==> src/rtl/biriscv_alu_issue_wb.sv <==
// Issue/writeback wrapper around the 2-cycle pipelined integer ALU.
// Upstream it handshakes issued ops and stalls on RAW hazards and on missing
// writeback credit. Downstream it tracks destination tags alongside the ALU
// and buffers results in a fall-through skid FIFO, because the ALU cannot stall.
module biriscv_alu_issue_wb #(
   parameter int unsigned WB_FIFO_DEPTH = 4
) (
   input  logic        clk_i,
   input  logic        rst_i,
   input  logic        issue_valid_i,
   output logic        issue_ready_o,
   input  logic [3:0]  issue_op_i,
   input  logic [31:0] issue_a_i,
   input  logic [31:0] issue_b_i,
   input  logic [4:0]  issue_ra_idx_i,
   input  logic [4:0]  issue_rb_idx_i,
   input  logic        issue_ra_use_i,
   input  logic        issue_rb_use_i,
   input  logic [4:0]  issue_rd_idx_i,
   input  logic        flush_i,
   output logic        alu_valid_o,
   output logic [3:0]  alu_op_o,
   output logic [31:0] alu_a_o,
   output logic [31:0] alu_b_o,
   input  logic        alu_valid_i,
   input  logic [31:0] alu_p_i,
   output logic        wb_valid_o,
   input  logic        wb_ready_i,
   output logic [4:0]  wb_rd_idx_o,
   output logic [31:0] wb_value_o,
   output logic        err_o
);

   localparam int unsigned PTR_W = (WB_FIFO_DEPTH > 1) ? $clog2(WB_FIFO_DEPTH) : 1;
   localparam int unsigned CNT_W = PTR_W + 1;
   localparam int unsigned OCC_W = CNT_W + 1;

   // Shadow tag pipeline (T1 -> T2) aligned with ALU latency
   logic             r_t1_valid;
   logic [4:0]       r_t1_rd;
   logic             r_t2_valid;
   logic [4:0]       r_t2_rd;

   // Writeback skid FIFO
   logic [4:0]               r_fifo_rd  [WB_FIFO_DEPTH];
   logic [31:0]              r_fifo_val [WB_FIFO_DEPTH];
   logic [WB_FIFO_DEPTH-1:0] r_fifo_vld;
   logic [PTR_W-1:0]         r_wr_ptr;
   logic [PTR_W-1:0]         r_rd_ptr;
   logic [CNT_W-1:0]         r_count;
   logic                     r_err;

   logic             w_empty;
   logic             w_full;
   logic             w_complete;
   logic             w_enq;
   logic             w_enq_ok;
   logic             w_overflow;
   logic             w_pop;
   logic             w_t2_err;
   logic             w_accept;
   logic [OCC_W-1:0] w_occ;
   logic             w_credit_ok;
   logic             w_hz_a;
   logic             w_hz_b;
   logic             w_hazard;
   logic [4:0]       w_head_rd;
   logic [31:0]      w_head_val;

   assign w_empty    = (r_count == '0);
   assign w_full     = (r_count == CNT_W'(WB_FIFO_DEPTH));
   assign w_complete = r_t2_valid && alu_valid_i;
   assign w_t2_err   = r_t2_valid && !alu_valid_i;

   // Fall-through: an empty FIFO presents the completing result directly
   assign w_head_rd  = w_empty ? r_t2_rd : r_fifo_rd[r_rd_ptr];
   assign w_head_val = w_empty ? alu_p_i : r_fifo_val[r_rd_ptr];

   assign wb_valid_o  = !rst_i && (!w_empty || w_complete);
   assign wb_rd_idx_o = wb_valid_o ? w_head_rd  : 5'd0;
   assign wb_value_o  = wb_valid_o ? w_head_val : 32'd0;

   assign w_pop      = wb_valid_o && wb_ready_i && !w_empty;
   assign w_enq      = w_complete && !(w_empty && wb_ready_i);
   assign w_overflow = w_enq && w_full;
   assign w_enq_ok   = w_enq && !w_full;

   // Credit ignores a same-cycle dequeue so the FIFO cannot overflow
   assign w_occ       = OCC_W'(r_count) + OCC_W'(r_t1_valid) + OCC_W'(r_t2_valid);
   assign w_credit_ok = (w_occ < OCC_W'(WB_FIFO_DEPTH));

   // RAW hazard: used nonzero source against any in-flight or buffered destination
   always_comb begin
      w_hz_a = 1'b0;
      w_hz_b = 1'b0;
      if (r_t1_valid && (r_t1_rd == issue_ra_idx_i)) w_hz_a = 1'b1;
      if (r_t1_valid && (r_t1_rd == issue_rb_idx_i)) w_hz_b = 1'b1;
      if (r_t2_valid && (r_t2_rd == issue_ra_idx_i)) w_hz_a = 1'b1;
      if (r_t2_valid && (r_t2_rd == issue_rb_idx_i)) w_hz_b = 1'b1;
      for (int i = 0; i < WB_FIFO_DEPTH; i++) begin
         if (r_fifo_vld[i] && (r_fifo_rd[i] == issue_ra_idx_i)) w_hz_a = 1'b1;
         if (r_fifo_vld[i] && (r_fifo_rd[i] == issue_rb_idx_i)) w_hz_b = 1'b1;
      end
      w_hazard = (issue_ra_use_i && (issue_ra_idx_i != 5'd0) && w_hz_a) ||
                 (issue_rb_use_i && (issue_rb_idx_i != 5'd0) && w_hz_b);
   end

   assign issue_ready_o = !rst_i && !flush_i && w_credit_ok && !w_hazard;
   assign w_accept      = issue_valid_i && issue_ready_o;

   assign alu_valid_o = w_accept;
   assign alu_op_o    = rst_i ? 4'd0  : issue_op_i;
   assign alu_a_o     = rst_i ? 32'd0 : issue_a_i;
   assign alu_b_o     = rst_i ? 32'd0 : issue_b_i;
   assign err_o       = r_err && !rst_i;

   // Tag pipeline, FIFO control and sticky error
   always_ff @(posedge clk_i) begin
      if (rst_i) begin
         r_t1_valid <= 1'b0;
         r_t1_rd    <= 5'd0;
         r_t2_valid <= 1'b0;
         r_t2_rd    <= 5'd0;
         r_fifo_vld <= '0;
         r_wr_ptr   <= '0;
         r_rd_ptr   <= '0;
         r_count    <= '0;
         r_err      <= 1'b0;
      end else begin
         r_t1_valid <= w_accept && (issue_rd_idx_i != 5'd0);
         r_t1_rd    <= issue_rd_idx_i;
         r_t2_valid <= r_t1_valid && !flush_i;
         r_t2_rd    <= r_t1_rd;
         if (w_pop) begin
            r_fifo_vld[r_rd_ptr] <= 1'b0;
            r_rd_ptr             <= r_rd_ptr + PTR_W'(1);
         end
         if (w_enq_ok) begin
            r_fifo_vld[r_wr_ptr] <= 1'b1;
            r_wr_ptr             <= r_wr_ptr + PTR_W'(1);
         end
         r_count <= r_count + CNT_W'(w_enq_ok) - CNT_W'(w_pop);
         if (w_t2_err || w_overflow) r_err <= 1'b1;
      end
   end

   // FIFO payload storage (validity is tracked separately)
   always_ff @(posedge clk_i) begin
      if (w_enq_ok) begin
         r_fifo_rd[r_wr_ptr]  <= r_t2_rd;
         r_fifo_val[r_wr_ptr] <= alu_p_i;
      end
   end

endmodule

==> config.mk <==
export PLATFORM = sky130hd
export DESIGN_NAME = biriscv_alu_issue_wb
export DESIGN_NICKNAME = d
export VERILOG_FILES = /design/src/rtl/biriscv_alu_issue_wb.sv
export SDC_FILE = /design/constraint.sdc
export NUM_CORES = 1
export LEC_CHECK = 0
export BUFFER_PORTS_ARGS = -buffer_cell sky130_fd_sc_hd__buf_2
export CORE_ASPECT_RATIO = 1.5
export CORE_MARGIN = 4
export CORE_UTILIZATION = 40
export CTS_BUF_LIST = sky130_fd_sc_hd__clkbuf_16
export DETAILED_ROUTE_END_ITERATION = 7
export GPL_TIMING_DRIVEN = 0
export HOLD_SLACK_MARGIN = 0.08
export SYNTH_ARGS = -nofsm -noshare
export SYNTH_HDL_FRONTEND = slang
export SYNTH_SLANG_ARGS = --single-unit
==> constraint.sdc <==
create_clock -name clk_i -period 3.7 [get_ports clk_i]
set_clock_uncertainty 0.2 [all_clocks]
set_input_delay 0.74 -clock clk_i [delete_from_list [all_inputs] [get_ports clk_i]]
set_output_delay 0.74 -clock clk_i [all_outputs]
set_load 0.01 [all_outputs]
==> impl_metrics.yaml <==
clock_network:
  clock_sinks: 174
  cts-buffers-inserted: 17
  cts_tree: "done"
  htreeDepth: 4
  clk_latency_ns: 0.42
  cts_setup_buffers: 0
  root_buffer: "clkbuf_16"
  clk_pin_slew_ns: 0.07
  cts.path.max_buffers: 2
outcome:
  status: "finished clean"
placed_design:
  place_inst: 1099
  hpwl_mm: 15.4
  numPortBuffers: 221
  placed_cell_area_um2: 9690
  pre_cts_ws_ns: 0.175
  gp_congestion: 0.807
synth:
  avgSynthCellArea_um2: 13.3
  synth-seq-area-share: 0.608
  synth_nets: 750
  ys_seq_elements: 174
  synth_cell_types: 34
  postSynthCellCount: 614
  yosysWarnings: 0
  synth.cell_area_um2: 8160
pwr:
  ir_drop_v: 0.000324
  powerDensity_nw_per_um2: 489
  cellLeakagePower_uw: 0.00397
  total_power_uw: 5010
sta:
  layout_setup_ws_ns: 0.229
  setup_violations: 0
  finalMaxSlewViolations: 0
  hold_viol: 0
  fin_crit_sh: 0.938
  tns_ns: 0
  min_period_ns: 3.47
  slew-limit-headroom: 0.556
  clock.fmax_ghz: 0.288
  tightestPinTransition_ns: 0.666
  rsz0062_at_grt: "false"
critical_path:
  crit_top_cell: "buf_2"
  slowest_delay_ns: 0.48
  cp-start-kind: "input port"
  crit_type: "in2out"
  path_delay_family: "compound AO/OA/AOI/OAI gates"
  cp_max_fo: 7
  cp_num_buf_inv: 2
  required_ns: 2.76
  rrSetupSlack_ns: 1.02
  worstPathArrival_ns: 2.53
  cpMaxStageDelayCell: "or4_1"
  critPathCaptureType: "output pin"
  crit_chain: "buf_2 > or4_1 > o21a_1 > a2111oi_2 > a21bo_2 > nor3b_1 > buf_2"
job:
  maxCapViolCount: 0
global_route:
  grt_max_degree: 32
  grt_usage: 0.182
  grt_pass1_vias: 5971
  grt-ovfl-total: 0
  grt_antenna_before_repair: 1
  grt_pass1_wl_mm: 32.3
floorplanning:
  initial_core_util: 0.409
  fp.dieW_um: 125
  die-area_um2: 22800
  ios: 232
  die_y_um: 183
  rows: 63
  core_area_um2: 19900
routing:
  via_count: 5628
  drt-total-wl_mm: 20.8
  vias_per_cell: 4.98
  drtIter0Drc: 368
  post_drt_wl_per_cell_um: 18.4
  drc: 0
  drtPass1Iterations: 4
  route.antenna.remaining_nets: 0
cells_and_area:
  nFillCells: 1751
  stdcell_count: 1129
  n_antenna_cell: 0
  stdcell_area_um2: 10300
  fin_nets: 992
  area_growth_pct: 25.7
  drive_gt1_frac: 0.357
min_path:
  hold_path.class: "reg2reg"
[final timing paths]
| check | cells past startpoint | start | endpoint |
|---|---|---|---|
| worst max-delay path | 7 | issue_rb_idx_i[2] | alu_valid_o |
| worst min-delay path | 2 | r_err | r_err |
| worst max register to register | 9 | r_count[2] | r_count[2] |
| worst min register to register | 2 | r_err | r_err |
[cells in the final DEF, fill, tap and decap left out, types with 2 or more instances in the layout]
master | synthesis | final
inv_1 | 9 | 9
buf_12 | 0 | 3
nand4_1 | 3 | 3
nand3_1 | 15 | 15
xnor2_1 | 22 | 22
buf_2 | 6 | 227
and2_2 | 0 | 4
buf_6 | 2 | 2
or4_1 | 3 | 3
nor3_1 | 2 | 2
buf_1 | 4 | 3
o21ai_0 | 2 | 2
nor2_1 | 16 | 16
clkbuf_2 | 0 | 2
nor2b_1 | 82 | 82
nor4_1 | 10 | 10
dfxtp_1 | 26 | 26
inv_6 | 0 | 3
xor2_1 | 41 | 41
clkbuf_16 | 0 | 17
clkinv_8 | 0 | 2
inv_8 | 0 | 4
a21oi_1 | 46 | 46
clkinv_4 | 0 | 4
nor3b_1 | 2 | 2
edfxtp_1 | 148 | 148
mux4_2 | 37 | 37
ha_1 | 12 | 12
clkbuf_1 | 29 | 26
nand2_1 | 82 | 82
[cells in the mapped netlist]
master / instances / area [um2]
nor2_1: 16 / 60.1
o21a_1: 1 / 7.51
nor2b_1: 82 / 513
o21ai_0: 2 / 10.0
mux4_2: 37 / 833
edfxtp_1: 148 / 4440
o22ai_1: 1 / 6.26
buf_6: 2 / 22.5
inv_1: 9 / 33.8
fa_1: 1 / 20.0
and2_1: 4 / 25.0
a21oi_1: 46 / 230
a21o_1: 1 / 7.51
nor3_1: 2 / 10.0
nand3_1: 15 / 75.1
clkbuf_1: 29 / 109
and4_1: 1 / 8.76
or3_1: 1 / 6.26
buf_1: 4 / 15.0
nand4_1: 3 / 18.8
ha_1: 12 / 150
or2_2: 1 / 6.26
a31oi_1: 1 / 6.26
dfxtp_1: 26 / 521
a2111oi_2: 1 / 15.0
nand2_1: 82 / 308
a21bo_2: 1 / 10.0
xor2_1: 41 / 359
nor3b_1: 2 / 15.0
o32a_1: 1 / 10.0
xnor2_1: 22 / 193
nor4_1: 10 / 62.6
or4_1: 3 / 22.5
buf_2: 6 / 30.0
[flip-flops by register name, indices dropped and copies added, names as in the netlist, named ones only]
register    count
r_t1_valid      1
r_t2_rd         5
r_err           1
r_t1_rd         5
r_fifo_rd      20
r_wr_ptr        2
r_fifo_vld      4
r_count         3
r_fifo_val    128
r_t2_valid      1
r_rd_ptr        2
[power by group]
group | switching [uW] | internal (uW)
registers | 28.2 | 2150
clock network | 809 | 896
logic | 675 | 461
[per-stage QoR]
step | hold slack, ns | util
after floorplan | 0.229 | -
after global placement | 0.267 | 0.481
after detailed placement | 0.268 | 0.486
after CTS | 0.287 | 0.514
after global routing | 0.325 | 0.514
final | 0.289 | 0.514
[tightest hold or removal path, delay by kind of cell, from the launching register on]
family / cells / cell delay [ns]
AO/OA/AOI/OAI: 1 / 0.05
flip-flops: 1 / 0.34
AND/OR/NAND/NOR: 1 / 0.07
[routing by layer]
| metal | part of all wire | GRT usage | wire length (um) | vias to the layer above |
|---|---|---|---|---|
| met5 | 0.00063 | 0 | 13 | - |
| met4 | 0.015 | 0.0562 | 313 | 2 |
| met3 | 0.057 | 0.0300 | 1190 | 20 |
| met2 | 0.55 | 0.353 | 11500 | 223 |
| met1 | 0.38 | 0.203 | 7800 | 2703 |
| li1 | - | - | - | 2680 |
[cells by family (layout without fill, tap and decap cells)]
family	count (synthesis)	after routing	synth area share
DFF	174	174	0.608
and+or+nand+nor	222	222	0.139
adders and majority gates	13	13	0.0208
AOI/OAI and AO/OA	55	55	0.0371
buffers and inverters	50	305	0.0257
muxes	37	37	0.102
xor gates and xnor gates	63	63	0.0676
[layout make-up]
type	instances	area [um2]	share of cell area
Buffer	39	171	0.0167
Multi-Input combinational cell	390	2990	0.292
Clock inverter	15	150	0.0146
Inverter	9	33.8	0.00329
Tap cell	260	325	0.0317
Clock buffer	17	425	0.0415
Sequential cell	174	4960	0.484
Timing Repair Buffer	225	1190	0.116
[timing repair]
| action | in CTS | in global routing |
|---|---|---|
| endpoints found under the setup margin | 1 | 17 |
| gates resized for setup | 0 | 4 |
| hold buffers | 0 | 0 |
| hold endpoints to repair | 0 | 0 |
| pin swaps | 0 | 0 |
Power figures use the tool's default switching activity.
